`src/rtl/aes_seq_pkg.sv`:
```
// aes_seq_pkg: FSM encodings, AES slave word indices and poll-counter width
package aes_seq_pkg;
    localparam logic [2:0] IDLE = 3'd0, WKEY = 3'd1, WPT = 3'd2, START = 3'd3,
                           GAP = 3'd4, POLL = 3'd5, RCT = 3'd6, RESP = 3'd7;
    localparam logic [3:0] IDX_START = 4'd0, IDX_PT0 = 4'd1, IDX_KEY0 = 4'd5,
                           IDX_STATUS = 4'd11, IDX_CT0 = 4'd12, IDX_CT3 = 4'd15;
    localparam int POLL_W = 16;
    function automatic logic [31:0] word_addr(input logic [31:0] base, input logic [3:0] idx);
        return base + {26'd0, idx, 2'd0};
    endfunction
endpackage

```
`src/rtl/aes_wb_sequencer_if.sv`:
```
// aes_wb_sequencer_if: Wishbone bus between the sequencer (master) and the AES core (slave)
interface aes_wb_sequencer_if;
    logic [31:0] wbm_adr_o, wbm_dat_o, wbm_dat_i;
    logic [3:0] wbm_sel_o;
    logic wbm_we_o, wbm_stb_o, wbm_cyc_o, wbm_ack_i, wbm_err_i;
    modport master(output wbm_adr_o, wbm_dat_o, wbm_sel_o, wbm_we_o, wbm_stb_o, wbm_cyc_o,
                   input wbm_dat_i, wbm_ack_i, wbm_err_i);
    modport slave(input wbm_adr_o, wbm_dat_o, wbm_sel_o, wbm_we_o, wbm_stb_o, wbm_cyc_o,
                  output wbm_dat_i, wbm_ack_i, wbm_err_i);
endinterface

```
`src/rtl/wb_master_xfer.sv`:
```
// wb_master_xfer: one Wishbone transfer per go; go is ignored while a cycle is open,
// so the cycle after ack/err is always idle on the bus.
module wb_master_xfer (
    input  logic wb_clk_i,
    input  logic wb_rst_i,
    input  logic go,
    input  logic we,
    input  logic [31:0] adr,
    input  logic [31:0] dat,
    output logic done,
    output logic err,
    output logic [31:0] rdata,
    aes_wb_sequencer_if.master wbm
);
    logic act;
    always_ff @(posedge wb_clk_i) begin
        if (wb_rst_i) begin
            act <= 1'b0;
            wbm.wbm_adr_o <= '0;
            wbm.wbm_dat_o <= '0;
            wbm.wbm_we_o <= 1'b0;
        end else if (!act) begin
            act <= go;
            if (go) begin
                wbm.wbm_adr_o <= adr;
                wbm.wbm_dat_o <= dat;
                wbm.wbm_we_o <= we;
            end
        end else if (wbm.wbm_ack_i || wbm.wbm_err_i) begin
            act <= 1'b0;
        end
    end
    assign wbm.wbm_cyc_o = act;
    assign wbm.wbm_stb_o = act;
    assign wbm.wbm_sel_o = {4{act}};
    assign done = act && (wbm.wbm_ack_i || wbm.wbm_err_i);
    assign err = act && wbm.wbm_err_i;
    assign rdata = wbm.wbm_dat_i;
endmodule

```
`src/rtl/aes_wb_sequencer.sv`:
```
// aes_wb_sequencer: drives an AES-192 Wishbone slave through key/pt load, start,
// status polling and ciphertext readback; the key is only rewritten when it changes.
module aes_wb_sequencer
    import aes_seq_pkg::*;
#(
    parameter logic [31:0] BASE_ADDR = 32'h0,
    parameter int TIMEOUT = 1024,
    parameter int START_GAP = 2
) (
    input  logic wb_clk_i,
    input  logic wb_rst_i,
    input  logic req_valid_i,
    output logic req_ready_o,
    input  logic [127:0] req_pt_i,
    input  logic [191:0] req_key_i,
    output logic rsp_valid_o,
    input  logic rsp_ready_i,
    output logic [127:0] rsp_ct_o,
    output logic rsp_err_o,
    output logic busy_o,
    aes_wb_sequencer_if.master wbm
);
    logic [2:0] state;
    logic [POLL_W-1:0] cnt;
    logic [127:0] pt_q, ct_q;
    logic [191:0] key_q, key_cache;
    logic key_loaded, err_q;
    logic go, we, done, xerr;
    logic [3:0] idx;
    logic [31:0] wdat, rdata;
    assign idx = state == WKEY ? IDX_KEY0 + cnt[3:0] :
                 state == WPT ? IDX_PT0 + cnt[3:0] :
                 state == START ? IDX_START :
                 state == POLL ? IDX_STATUS : IDX_CT0 + cnt[3:0];
    assign wdat = state == WKEY ? key_q[32*cnt[2:0] +: 32] :
                  state == WPT ? pt_q[32*cnt[1:0] +: 32] : 32'd1;
    assign we = state == WKEY || state == WPT || state == START;
    assign go = we || state == POLL || state == RCT;
    wb_master_xfer u_xfer (
        .wb_clk_i(wb_clk_i),
        .wb_rst_i(wb_rst_i),
        .go(go),
        .we(we),
        .adr(word_addr(BASE_ADDR, idx)),
        .dat(wdat),
        .done(done),
        .err(xerr),
        .rdata(rdata),
        .wbm(wbm)
    );
    always_ff @(posedge wb_clk_i) begin
        if (wb_rst_i) begin
            state <= IDLE;
            cnt <= '0;
            pt_q <= '0;
            key_q <= '0;
            key_cache <= '0;
            ct_q <= '0;
            key_loaded <= 1'b0;
            err_q <= 1'b0;
        end else if (xerr) begin
            state <= RESP;
            ct_q <= '0;
            err_q <= 1'b1;
            key_loaded <= 1'b0;
        end else begin
            case (state)
                IDLE: if (req_valid_i) begin
                    pt_q <= req_pt_i;
                    key_q <= req_key_i;
                    ct_q <= '0;
                    err_q <= 1'b0;
                    cnt <= '0;
                    state <= (!key_loaded || req_key_i != key_cache) ? WKEY : WPT;
                end
                WKEY: if (done) begin
                    cnt <= cnt == POLL_W'(5) ? '0 : cnt + 1'b1;
                    if (cnt == POLL_W'(5)) begin
                        state <= WPT;
                        key_cache <= key_q;
                        key_loaded <= 1'b1;
                    end
                end
                WPT: if (done) begin
                    cnt <= cnt == POLL_W'(3) ? '0 : cnt + 1'b1;
                    state <= cnt == POLL_W'(3) ? START : WPT;
                end
                START: if (done) begin
                    cnt <= '0;
                    state <= START_GAP == 0 ? POLL : GAP;
                end
                GAP: begin
                    cnt <= cnt == POLL_W'(START_GAP - 1) ? '0 : cnt + 1'b1;
                    state <= cnt == POLL_W'(START_GAP - 1) ? POLL : GAP;
                end
                POLL: if (done) begin
                    if (rdata[0]) begin
                        cnt <= '0;
                        state <= RCT;
                    end else if (cnt == POLL_W'(TIMEOUT - 1)) begin
                        state <= RESP;
                        err_q <= 1'b1;
                        key_loaded <= 1'b0;
                    end else begin
                        cnt <= cnt + 1'b1;
                    end
                end
                RCT: if (done) begin
                    // idx12 is the most significant ciphertext word
                    ct_q[32*(3 - cnt[1:0]) +: 32] <= rdata;
                    cnt <= cnt + 1'b1;
                    state <= idx == IDX_CT3 ? RESP : RCT;
                end
                default: if (rsp_ready_i) state <= IDLE;
            endcase
        end
    end
    assign req_ready_o = state == IDLE;
    assign busy_o = state != IDLE;
    assign rsp_valid_o = state == RESP;
    assign rsp_ct_o = ct_q;
    assign rsp_err_o = err_q;
endmodule

```
`src/flat_wrapper.sv`:
```
// flat-port wrapper written by rule: the top's interface ports become plain ports
module aes_wb_sequencer_flat import aes_seq_pkg::*;
#(
    parameter logic [31:0] BASE_ADDR = 32'h0,
    parameter int TIMEOUT = 1024,
    parameter int START_GAP = 2
)
  (wb_clk_i, wb_rst_i, req_valid_i, req_ready_o, req_pt_i, req_key_i, rsp_valid_o, rsp_ready_i, rsp_ct_o, rsp_err_o, busy_o, wbm_wbm_adr_o, wbm_wbm_dat_o, wbm_wbm_sel_o, wbm_wbm_we_o, wbm_wbm_stb_o, wbm_wbm_cyc_o, wbm_wbm_dat_i, wbm_wbm_ack_i, wbm_wbm_err_i);
  aes_wb_sequencer_if wbm_i ();
  input  logic wb_clk_i;
  input  logic wb_rst_i;
  input  logic req_valid_i;
  output logic req_ready_o;
  input  logic [127:0] req_pt_i;
  input  logic [191:0] req_key_i;
  output logic rsp_valid_o;
  input  logic rsp_ready_i;
  output logic [127:0] rsp_ct_o;
  output logic rsp_err_o;
  output logic busy_o;
  output wire logic [$bits(wbm_i.wbm_adr_o)-1:0] wbm_wbm_adr_o;
  output wire logic [$bits(wbm_i.wbm_dat_o)-1:0] wbm_wbm_dat_o;
  output wire logic [$bits(wbm_i.wbm_sel_o)-1:0] wbm_wbm_sel_o;
  output wire logic [$bits(wbm_i.wbm_we_o)-1:0] wbm_wbm_we_o;
  output wire logic [$bits(wbm_i.wbm_stb_o)-1:0] wbm_wbm_stb_o;
  output wire logic [$bits(wbm_i.wbm_cyc_o)-1:0] wbm_wbm_cyc_o;
  input wire logic [$bits(wbm_i.wbm_dat_i)-1:0] wbm_wbm_dat_i;
  input wire logic [$bits(wbm_i.wbm_ack_i)-1:0] wbm_wbm_ack_i;
  input wire logic [$bits(wbm_i.wbm_err_i)-1:0] wbm_wbm_err_i;
  assign wbm_wbm_adr_o = wbm_i.wbm_adr_o;
  assign wbm_wbm_dat_o = wbm_i.wbm_dat_o;
  assign wbm_wbm_sel_o = wbm_i.wbm_sel_o;
  assign wbm_wbm_we_o = wbm_i.wbm_we_o;
  assign wbm_wbm_stb_o = wbm_i.wbm_stb_o;
  assign wbm_wbm_cyc_o = wbm_i.wbm_cyc_o;
  assign wbm_i.wbm_dat_i = wbm_wbm_dat_i;
  assign wbm_i.wbm_ack_i = wbm_wbm_ack_i;
  assign wbm_i.wbm_err_i = wbm_wbm_err_i;
  aes_wb_sequencer #(.BASE_ADDR(BASE_ADDR), .TIMEOUT(TIMEOUT), .START_GAP(START_GAP)) u_core (.wb_clk_i(wb_clk_i), .wb_rst_i(wb_rst_i), .req_valid_i(req_valid_i), .req_ready_o(req_ready_o), .req_pt_i(req_pt_i), .req_key_i(req_key_i), .rsp_valid_o(rsp_valid_o), .rsp_ready_i(rsp_ready_i), .rsp_ct_o(rsp_ct_o), .rsp_err_o(rsp_err_o), .busy_o(busy_o), .wbm(wbm_i));
endmodule
```
`config.mk`:
```
export PLATFORM = sky130hd
export DESIGN_NAME = aes_wb_sequencer_flat
export DESIGN_NICKNAME = d
export VERILOG_FILES = /design/src/rtl/aes_seq_pkg.sv /design/src/rtl/aes_wb_sequencer_if.sv /design/src/rtl/wb_master_xfer.sv /design/src/rtl/aes_wb_sequencer.sv /design/src/flat_wrapper.sv
export SDC_FILE = /design/constraint.sdc
export NUM_CORES = 2
export LEC_CHECK = 0
export CORE_AREA = 2 2 252 254
export CTS_CLUSTER_SIZE = 40
export DETAILED_ROUTE_END_ITERATION = 8
export DIE_AREA = 0 0 254 256
export PLACE_DENSITY_LB_ADDON = 0.05
export SLEW_MARGIN = 15
export SYNTH_ARGS = -nofsm -noshare
export SYNTH_HDL_FRONTEND = slang
export SYNTH_SLANG_ARGS = --single-unit
```
`constraint.sdc`:
```
create_clock -name wb_clk_i -period 3.1 [get_ports wb_clk_i]
set_input_delay 0.62 -clock wb_clk_i [delete_from_list [all_inputs] [get_ports wb_clk_i]]
set_output_delay 0.62 -clock wb_clk_i [all_outputs]
set_load 0.005 [all_outputs]
```
==> impl_metrics.yaml <==
status:
  outcome: "complete, no violations"
hold_path:
  hp-start: "wb_rst_i"
  holdPathEnd: "u_core.pt_q[0]"
  hp-class: "input pin to flop"
  worstHoldPathCells: 2
power:
  p_per_area_nw_per_um2: 704
  pwr-share-seq_pct: 39.9
  power_frac_clock_pct: 30.5
  p_sw_mw: 9.55
  combPwrFrac_pct: 29.7
  p_leak_nw: 13.6
  p_int_mw: 18.1
  p_total_mw: 27.7
  sw_frac_of_total_pct: 34.5
  peakVddDrop_mv: 0.520
sta:
  slew_headroom_pct: 33.4
  rsz0062_at_grt: "no"
  fmax_mhz: 337
  layout_setup_ws_ps: 133
  hold_violations: 0
  setup_violations: 0
  maxSlewViolCount: 0
  min_period_over_period_pct: 95.7
  worst_slew_pin_slew_ps: 999
  final.min_clock_period_ps: 2970
  skew_ps: 26.0
drt:
  viasPerCell: 5.57
  wirelength_um: 115000
  dr.pass1.iters: 6
  drc_errors: 0
  drtAntennaViolNets: 0
  drt-initial-drc-count: 2961
  avgRoutedWirePerCell_um: 22.7
  num_vias: 28165
logic_synthesis:
  synth_area_um2: 31000
  synth.top_cell.area_share_pct: 45.2
  synth_most_common_cell: "nand2_1"
  synthFlopType: "dfxtp_1"
  ys_async_sr_fraction_pct: 0
  yosys_register_bits: 699
  yosys.cell_types.count: 76
  synth_top_area_cell: "dfxtp_1"
  syn_avg_cell_area_um2: 8.37
  seq_area_frac_synth_pct: 45.2
  synth_edf_count: 0
  ys.warnings.count: 0
  synth_common_cells: "nand2_1, dfxtp_1, a21oi_1"
  yosys-top-cells-area: "dfxtp_1, nand2_1, a21oi_1"
  netlist_instances: 3700
worst_setup_path:
  rr_endpoint: "u_core.state[0]"
  reg2reg_slack_ps: 260
  critPathKind: "input pin to flop"
  cp_max_fo: 2
  cp-start-kind: "input pin"
  r2r_cells: 8
  cp.arrival_ps: 3450
  cp.required_ps: 3590
  cp-end-kind: "flop"
  r2r_start: "u_core.key_cache[188]"
global_route:
  grt.overflow.total: 0
  busiest_layer: "met2"
  grt_antenna_before_repair: 21
  grt_use_met1_pct: 45.0
  grt_max_degree: 188
  grt_pass1_wl_um: 165000
  grt_pass1_vias: 25900
  met3_usage_pct: 10.1
  grt_use_total_pct: 34.0
  grtUsageMet2_pct: 51.6
clock_tree:
  post_cts_buffers: 0
  cts_hold_buf: 0
  clkSlewWorstSetupHoldPaths_ps: 60
  cts-root-buf: "clkbuf_16"
  cts_resized: 0
  clock_path_buffers: 3
  cts_sinks: 699
  cts_tree: "done"
  cts_buffers: 74
  ctsHtreeMaxLevel: 3
  clock_latency_ps: 630
cells_and_area:
  layout-drive-gt1-share_pct: 12.5
  syn2layout_area_growth_pct: 27.0
  final_nets: 4517
place:
  port_buffers: 532
  finalWeightedCongestion: 0.980
  pre_cts_ws_ps: -287
  dp_hpwl_um: 83400
die:
  die_h_um: 256
  dieArea_um2: 65000
  dieWidth_um: 254
  num_io_pins: 561
  start_util_pct: 49.6
  core_area_um2: 62400
  row_count: 92
run:
  cap_viol_max_count: 0
[sequential cells by signal (all words and copies together) (netlist names)]
name / flops
u_core.key_cache: 192
u_core.key_q: 192
u_core.pt_q: 128
u_core.rsp_ct_o: 128
u_core.u_xfer.wbm.wbm_dat_o: 32
u_core.cnt: 16
u_core.u_xfer.wbm.wbm_adr_o: 4
u_core.state: 3
u_core.key_loaded: 1
u_core.rsp_err_o: 1
u_core.u_xfer.wbm.wbm_cyc_o: 1
u_core.u_xfer.wbm.wbm_we_o: 1
[worst max path at each step]
stage	from	endpoint	slack, ps	cells past startpoint
after floorplan	u_core.cnt[0]	u_core.rsp_ct_o[90]	350	11
after global placement	req_key_i[188]	u_core.state[0]	-300	9
after detailed placement	req_key_i[188]	u_core.state[0]	-290	9
after CTS	u_core.state[0]	rsp_valid_o	120	3
after global routing	u_core.state[0]	rsp_valid_o	50	3
final	req_key_i[188]	u_core.state[0]	130	9
[power groups by stage]
stage          logic (mW)  clock network, mW  registers, mW
6_report             8.22               8.44           11.0
2_1_floorplan        4.83                  0           10.9
3_5_place_dp         8.16                  0           11.2
5_1_grt              8.85               8.89           11.2
4_1_cts              8.19               8.54           11.0
3_3_place_gp         8.12                  0           11.2
[logic make-up after synthesis]
kind of cell	after synthesis	synth area share, %
flops	699	45.2
mux	98	5.75
buf+inv	361	6.33
other cells	1	0.0121
simple gates	1599	22.6
xor+xnor	118	3.34
compound gates	816	16.5
fa+ha+maj	8	0.315
[per-layer routing]
layer | up-vias | routed length [um]
met1 | 13456 | 47600
met2 | 1136 | 51000
met5 | - | 186
li1 | 13339 | -
met4 | 20 | 4540
met3 | 214 | 11300
[cell type report]
type	count	area (um^2)
Fill cell	5607	23000
Timing Repair Buffer	654	6610
Inverter	56	211
Clock inverter	12	78.8
Multi-Input combinational cell	2667	15200
Sequential cell	699	14000
Tap cell	846	1060
Antenna cell	8	20.0
Clock buffer	114	2160
[critical path, stage by stage]
cell	delay (ps)
clkdlybuf4s50_1	440
xnor2_1	360
o221ai_1	210
nor4_1	730
nand4_1	170
nor4_1	500
buf_4	200
and4b_1	190
nor2_1	50
[layout by cell type (no fill, tap or decap), types with 16 or more instances in the layout]
master           count
mux2i_1             34
clkbuf_1            24
buf_12              29
o21ai_0             40
inv_1               54
nor2_1             132
nor4_1              31
a21oi_2            103
nand2_2            100
xnor2_1             66
dfxtp_1            697
a2111o_1            21
clkdlybuf4s50_1    531
nand4_1             22
mux4_2              64
conb_1              28
nor3_1              37
nor2b_1             69
clkbuf_16           74
a21oi_1            492
clkbuf_8            16
buf_4               93
nand2b_1            38
xor2_1              52
o22ai_1             16
a22oi_1             57
nand3_1             82
nand2_1           1052
a221oi_1            34
[through the flow]
stage | std cells | instance area (um^2) | hold WS (ps) | TNS [ps] | util [%]
3_3_place_gp | 4922 | 37100 | 437 | -507 | 59.4
2_1_floorplan | 3727 | 31100 | 432 | 0 | -
5_1_grt | 5056 | 39300 | 437 | 0 | 63.1
4_1_cts | 5048 | 39300 | 397 | 0 | 63.0
6_report | 5056 | 39300 | 428 | 0 | 63.1
3_5_place_dp | 4922 | 37100 | 443 | -482 | 59.4
Power figures use the tool's default switching activity.
